==> config.mk <==
export PLATFORM = sky130hd
export DESIGN_NAME = move_collector
export DESIGN_NICKNAME = d
export VERILOG_FILES = /design/src/rtl/move_collector_pkg.sv /design/src/rtl/move_collector_slot_unpacker.sv /design/src/rtl/move_collector.sv
export SDC_FILE = /design/constraint.sdc
export NUM_CORES = 1
export LEC_CHECK = 0
export CELL_PAD_IN_SITES_DETAIL_PLACEMENT = 1
export CELL_PAD_IN_SITES_GLOBAL_PLACEMENT = 1
export CORE_MARGIN = 8
export CORE_UTILIZATION = 42
export DETAILED_ROUTE_END_ITERATION = 6
export DONT_BUFFER_PORTS = 1
export PLACE_DENSITY = 0.81
export SETUP_SLACK_MARGIN = 0.15
export SLEW_MARGIN = 0
export SYNTH_ARGS = -nofsm -noshare
export SYNTH_HDL_FRONTEND = slang
export SYNTH_SLANG_ARGS = --single-unit
==> constraint.sdc <==
create_clock -name clk -period 6.4 [get_ports clk]
set_input_delay 1.28 -clock clk [delete_from_list [all_inputs] [get_ports clk]]
set_output_delay 1.28 -clock clk [all_outputs]
set_load 0.01 [all_outputs]
==> src/rtl/move_collector_pkg.sv <==
// Shared move-word layout, collector sizing and collector state encodings.
package move_collector_pkg;

    localparam int NSQ   = 64;
    localparam int MVW   = 19;
    localparam int SLOTS = 8;
    localparam int FIFOW = 160;
    localparam int CNTW  = 8;
    localparam int SELW  = 6;
    localparam int SLOTW = 3;
    localparam int PACKW = SLOTS * MVW;

    // Move field bit positions.
    localparam int INV    = 18;
    localparam int PROMO  = 17;
    localparam int PAWN   = 16;
    localparam int PAWN2  = 15;
    localparam int EP     = 14;
    localparam int CASTLE = 13;
    localparam int CAP    = 12;

    localparam int FROM_HI = 11;
    localparam int FROM_LO = 6;
    localparam int TO_HI   = 5;
    localparam int TO_LO   = 0;

    localparam logic [MVW-1:0] IMOV = {1'b1, {(MVW-1){1'b0}}};

    typedef enum logic [2:0] {
        S_IDLE  = 3'd0,
        S_WAITD = 3'd1,
        S_SCAN  = 3'd2,
        S_READ  = 3'd3,
        S_LATCH = 3'd4,
        S_EMIT  = 3'd5,
        S_FIN   = 3'd6
    } state_e;

endpackage

==> src/rtl/move_collector_slot_unpacker.sv <==
// Selects one 19-bit move slot out of a latched FIFO word and flags it valid.
module move_collector_slot_unpacker
    import move_collector_pkg::*;
(
    input  logic [PACKW-1:0] word_i,
    input  logic [SLOTW-1:0] slot_i,
    output logic [MVW-1:0]   move_o,
    output logic             valid_o
);

    logic [7:0] base;

    always_comb begin
        base    = 8'(slot_i) * 8'(MVW);
        move_o  = word_i[base +: MVW];
        valid_o = ~move_o[INV];
    end

endmodule

==> src/rtl/move_collector.sv <==
// Drains the per-square move FIFOs in square order once every square is done,
// streaming valid moves downstream and counting moves and captures.
module move_collector
    import move_collector_pkg::*;
(
    input  logic             clk,
    input  logic             reset,
    input  logic             start,
    input  logic [NSQ-1:0]   sq_done,
    input  logic [NSQ-1:0]   sq_empty,
    input  logic [FIFOW-1:0] sq_data,
    output logic [SELW-1:0]  sq_sel,
    output logic             sq_rden,
    output logic             mv_valid,
    output logic [MVW-1:0]   mv_data,
    input  logic             mv_ready,
    output logic [CNTW-1:0]  move_count,
    output logic [CNTW-1:0]  cap_count,
    output logic             busy,
    output logic             done,
    output state_e           state_dbg
);

    state_e             state_q, state_d;
    logic [SELW-1:0]    sel_q, sel_d;
    logic [SLOTW-1:0]   slot_q, slot_d;
    logic [PACKW-1:0]   word_q, word_d;
    logic [CNTW-1:0]    mcnt_q, mcnt_d;
    logic [CNTW-1:0]    ccnt_q, ccnt_d;
    logic               busy_q, busy_d;
    logic               done_q, done_d;
    logic [MVW-1:0]     slot_move;
    logic               slot_valid;
    logic               unused_pad;

    assign unused_pad = ^sq_data[FIFOW-1:PACKW];

    move_collector_slot_unpacker u_unpack (
        .word_i  (word_q),
        .slot_i  (slot_q),
        .move_o  (slot_move),
        .valid_o (slot_valid)
    );

    always_ff @(posedge clk or posedge reset) begin
        if (reset) begin
            state_q <= S_IDLE;
            sel_q   <= '0;
            slot_q  <= '0;
            word_q  <= '0;
            mcnt_q  <= '0;
            ccnt_q  <= '0;
            busy_q  <= 1'b0;
            done_q  <= 1'b0;
        end else begin
            state_q <= state_d;
            sel_q   <= sel_d;
            slot_q  <= slot_d;
            word_q  <= word_d;
            mcnt_q  <= mcnt_d;
            ccnt_q  <= ccnt_d;
            busy_q  <= busy_d;
            done_q  <= done_d;
        end
    end

    // Handshake: a move transfers on a clock edge where mv_valid && mv_ready;
    // once raised, mv_valid and mv_data hold unchanged until that transfer.
    always_comb begin
        state_d  = state_q;
        sel_d    = sel_q;
        slot_d   = slot_q;
        word_d   = word_q;
        mcnt_d   = mcnt_q;
        ccnt_d   = ccnt_q;
        busy_d   = busy_q;
        done_d   = done_q;
        sq_rden  = 1'b0;
        mv_valid = 1'b0;
        mv_data  = '0;
        case (state_q)
            S_IDLE: begin
                if (start) begin
                    state_d = S_WAITD;
                    mcnt_d  = '0;
                    ccnt_d  = '0;
                    done_d  = 1'b0;
                    busy_d  = 1'b1;
                end
            end
            S_WAITD: begin
                if (&sq_done) begin
                    state_d = S_SCAN;
                    sel_d   = '0;
                end
            end
            S_SCAN: begin
                if (!sq_empty[sel_q]) begin
                    state_d = S_READ;
                end else if (sel_q == SELW'(NSQ - 1)) begin
                    state_d = S_FIN;
                end else begin
                    sel_d = sel_q + 1'b1;
                end
            end
            S_READ: begin
                sq_rden = 1'b1;
                state_d = S_LATCH;
            end
            S_LATCH: begin
                word_d  = sq_data[PACKW-1:0];
                slot_d  = SLOTW'(SLOTS - 1);
                state_d = S_EMIT;
            end
            S_EMIT: begin
                mv_valid = slot_valid;
                mv_data  = slot_valid ? slot_move : '0;
                if (!slot_valid || mv_ready) begin
                    if (slot_valid) begin
                        if (mcnt_q != '1) mcnt_d = mcnt_q + 1'b1;
                        if (slot_move[CAP] && ccnt_q != '1) ccnt_d = ccnt_q + 1'b1;
                    end
                    // The same square is rescanned: its FIFO may hold more words.
                    if (slot_q == '0) state_d = S_SCAN;
                    else              slot_d  = slot_q - 1'b1;
                end
            end
            S_FIN: begin
                done_d  = 1'b1;
                busy_d  = 1'b0;
                state_d = S_IDLE;
            end
            default: state_d = S_IDLE;
        endcase
    end

    assign sq_sel     = sel_q;
    assign move_count = mcnt_q;
    assign cap_count  = ccnt_q;
    assign busy       = busy_q;
    assign done       = done_q;
    assign state_dbg  = state_q;

endmodule

[Word level (Yosys, flattened, before mapping)]
Index checks and enable logic that the tools add are counted.
W data, S select, Z words.
Storage, ports and cells
  output and inout port bits: 48
  bits in registers: 182
Operators by class
  shifts and indexed selects: 1
  eq/ne operators: 20
  muxes and demuxes: 33
  order comparisons: 1
  reduce and logical (&&, ||, !) cells: 15
  bitwise logic cells: 1
  multiply operators: 1
  $add $sub $neg: 4
Operator list (count)
  $shiftx A152 B9 Y19: 1
  $reduce_and A64 Y1: 1
  $mux W8: 7
  $mux W18: 2
  $pmux W8 S2: 2
  $mux W3: 8
  $ne A2 B2 Y1 const B: 10
  $mux W6: 3
  $pmux W3 S6: 1
  $add A8 B1 Y8 const B: 2
  $ne A8 B8 Y1 const B: 2
  $reduce_and A5 Y1: 3
  $pmux W6 S2: 1
  $eq A3 B3 Y1 const B: 3
  $mul A3 B5 Y8 const B: 1
  $reduce_bool A2 Y1: 4
  $lt A6 B7 Y1 const B: 1
  $add A6 B1 Y6 const B: 1
  $bmux W1 S6: 1
  $eq A3 B2 Y1 const B: 2
  $eq A6 B6 Y1 const B: 1
  $logic_not A3 Y1: 2
  $pmux W3 S2: 1
  $mux W1: 5
  other kinds (10): 11

[Longest topological paths before layout]
  depth after elaboration: 7
  gate-level depth with buffers: 10

[Hierarchy]
Synthesis repeated with hierarchy kept, for this count alone.
Unflattened totals
  cells, all modules: 666
  area, all modules: 9302.7 um^2
Modules (own cells, without submodules)
  move_collector: cells each 598, times used 1, area each 8095.3 um^2
  move_collector_slot_unpacker: cells each 68, times used 1, area each 1207.4 um^2

[Least setup slack after synthesis]
OpenSTA, ideal clock, no wires.
  path type: flip-flop to output port
  start: register slot_q[0]
  end: output port mv_data[10]
  stages on the path, launching flop included: 7
  slack: 3.166 ns
  required time: 5.120 ns
  path buffers: 2
  arrival: 1.954 ns
  cell sequence: dfrtp_1 mux4_2 mux2_2 nand2b_4 clkbuf_1 clkbuf_1 nor2_1
On the way
  longest elaborated chain between the ends: 4
RTL lines
  start, declared: RTL line move_collector.sv:26  | logic [SLOTW-1:0] slot_q, slot_d;
  start signal, assigned: RTL line move_collector.sv:58  | slot_q <= slot_d;
  $mul A3 B5 Y8: RTL line move_collector_slot_unpacker.sv:14  | base = 8'(slot_i) * 8'(MVW);
  $shiftx A152 B9 Y19: RTL line move_collector_slot_unpacker.sv:15  | move_o = word_i[base +: MVW];
  $mux W18: RTL line move_collector.sv:117  | mv_data = slot_valid ? slot_move : '0;
  $mux W18: RTL line move_collector.sv:81  | case (state_q)
  end, declared: RTL line move_collector.sv:15  | output logic [MVW-1:0] mv_data,
No other way between the ends.

[Final worst setup path]
  start: register slot_q[0]
  end: output port mv_data[12]
Same word-level chain as after synthesis.

==> key figures <==
Placed design
  – DP Worst Slack: 2.42 ns
  – GP Congestion: 0.899
  – Port Buf Inserts: 0
  – Post-Place Cells: 1217
  – Hpwl dp: 21800 um

Timing
  – Fmax: 230 MHz
  – Hold Fails Final Rpt: 0
  – RSZ-0062 raised after global routing: false
  – Slew Viols, Final: 0
  – Slew headroom: 26.4%
  – Fin crit share: 67.8%
  – Final setup TNS: 0 ns
  – Skew final: 0.0125 ns
  – Worst-margin pin slew: 1.10 ns
  – Fin crit period: 4.34 ns
  – Final setup margin: 2.06 ns
  – Setup violators final: 0

Logic synthesis
  – Synth Area in Compound Gates: 2.55%
  – Yosys reg bits: 182
  – Mapped Cells: 985
  – Adder-Cell Fraction of Synth Area: 0.681%
  – Post-synthesis cell type count: 44
  – Main combinational cell family by area after synthesis: simple AND/OR/NAND/NOR gates
  – Ys flop type: dfrtp_1
  – Synth Warn #: 0
  – Post-Synth Simple-Gate Area: 26.2%
  – XOR/XNOR share of the synthesized area: 1.24%
  – Post-Syn Nets: 1282
  – Synth top area share: 49.6%
  – Synthesized area: 9190 sq um
  – EDFF count, synth: 0
  – Ys async rst share: 100%
  – Mean Syn Cell Area: 9.32 sq um
  – Top cell type by total area after synthesis: dfrtp_1
  – Top post-synthesis cells by area: dfrtp_1 (50%), nand2_1 (20%), mux4_2 (11%)
  – Multiplexer share of the synthesized area: 16.5%
  – Sequential area share after synthesis: 49.6%

Setup path
  – Worst flop-to-flop path endpoint: move_count[3]
  – CP endpoint kind: output pin
  – R2R Setup Slk: 2.95 ns
  – Worst Path Required: 5.12 ns
  – CP Launch Point: slot_q[0]
  – Crit path max fanout: 39
  – Setup Crit Path Kind: reg -> out
  – Worst Setup Start Kind: flip-flop
  – Worst R2R Start: slot_q[0]
  – R2r worst-path depth: 7
  – Worst Path Arrival: 3.06 ns
  – Critical path capture point: mv_data[12]

Route
  – DR pass1 iterations: 4
  – Via/cell ratio: 5.61
  – DRC violations left: 0
  – Number of nets with antenna violations after routing: 0
  – Vias: 7010
  – Initial DRC Count: 424
  – Final wirelength: 29200 um
  – Wire per inst: 23.4 um

Global routing
  – Global-route wire length before repair: 44800 um
  – Gr ovfl total: 0
  – Largest net degree at the start of global routing: 93
  – Initial antenna violation count: 3
  – Vias in the first global route: 7677
  – Total track usage: 21.9%

Pwr
  – VDD IR max: 166 uV
  – Pleak: 4.97 nW
  – Overall power: 4.77 mW
  – Pwr/cell area: 477 nW/um^2

Layout
  – Final net count: 1253
  – ANT cells: 0
  – Proportion of layout cells with a drive suffix above 1: 10.4%
  – Util after Layout: 46.2%
  – Post-route insts no fill: 1249
  – Most common cell after layout, fill and taps aside: nand2_1
  – Most frequent cells in the layout: nand2_1 (485), dfrtp_1 (180), mux4_2 (44)
  – P&R area growth vs syn: 8.69%

Die
  – Boundary Pins: 340
  – Initial core utilization: 42.5%
  – Die Area: 26900 sq um
  – Core region area: 21600 sq um
  – Die span in y: 164 um
  – Rows: 54
  – Die width: 164 um

Status
  – Status: finished clean

CTS
  – Root Buffer: clkbuf_16
  – Htree depth: 4
  – Post-CTS resize count: 0
  – CTS tree: yes
  – Clock transition at the registers of the reported paths: 0.08 ns
  – Clk buf depth: 2
  – CTS Buf Count: 17
  – Number of post-CTS setup repair buffers: 0
  – Post-CTS Hold Buffers: 0
  – Worst-skew pair later-pin latency: 0.43 ns
  – Clock sinks: 182

Job
  – Max-Cap Viols: 0

Min path
  – Min-Delay Path Class: reg -> reg
-- area by class of cell --
| type | count | area [sq um] |
|---|---|---|
| clock inverter | 15 | 180 |
| clock buffer | 17 | 425 |
| tap | 280 | 350 |
| fill | 2467 | 11600 |
| multi-input combinational | 734 | 4350 |
| inverter | 13 | 53.8 |
| sequential | 182 | 4560 |
| timing repair buffer | 8 | 60.1 |
-- worst max-delay path: stages (launching register included) --
cell	delay (ns)
dfrtp_4	0.99
mux4_2	0.62
mux2_2	0.32
nand2b_4	0.34
nor2_1	0.35
-- metal layers --
metal	vias up	track usage [%]	wire length (um)
li1	3201	-	-
met1	3530	28.6	12600
met2	226	33.8	13500
met3	47	7.19	2390
met4	6	7.23	711
met5	-	0	34
-- logic make-up after synthesis --
kind of cell,Yosys count
buffers and inverters,69
AND/OR/NAND/NOR,591
multiplexers,91
AO/OA/AOI/OAI,33
adder cells (fa/ha/maj),5
XOR/XNOR,13
flip-flops,182
other,1
-- state kept, by name, summed over array words and instances (netlist names) --
register	cells
busy	1
cap_count	8
done	1
move_count	8
slot_q	3
sq_sel	6
state_dbg	3
word_q	152
-- report_power, final --
part	total (mW)	switching (mW)	internal [mW]	leakage [nW]
Combinational	1.63	0.889	0.737	2.42
Clock	1.07	0.534	0.531	0.292
Sequential	2.07	0.416	1.66	2.25
Total	4.77	1.84	2.93	4.97
-- worst min-delay path by stage --
stage                      startpoint           to  depth (start not counted)
final                      word_q[61]   word_q[61]                          2
after global routing       word_q[48]   word_q[48]                          2
after CTS                 word_q[131]  word_q[131]                          2
after detailed placement  word_q[131]  word_q[131]                          2
after global placement    word_q[115]  word_q[115]                          2
after floorplan           word_q[114]  word_q[114]                          2
-- per-stage QoR --
stage	cell area, sq um	hold slack, ns
after global routing	9980	0.497
after global placement	9380	0.452
after floorplan	9190	0.440
after CTS	9980	0.478
after detailed placement	9380	0.460
final	9980	0.476
-- cell usage after synthesis, types with 2 or more instances --
master and number:
nand2_1 485, dfrtp_1 182, mux4_2 44, nor2_1 43, clkbuf_1 42, mux2i_1 39, nand4_1 26, inv_1 13
a21oi_1 8, o21ai_0 8, xor2_1 7, and3_1 6, xnor2_1 6, buf_1 5, buf_4 5, ha_1 5
mux2_2 5, nand3_1 4, nor2b_1 4, nor3_1 4, nor4_1 4, o22ai_1 4, buf_2 3, mux4_1 3
nand2b_1 3, or3_1 3, a221o_1 2, a311o_1 2, a31oi_1 2, nor4_4 2, o31ai_1 2, or2_2 2
No activity file was read; power rests on OpenSTA's default activity.
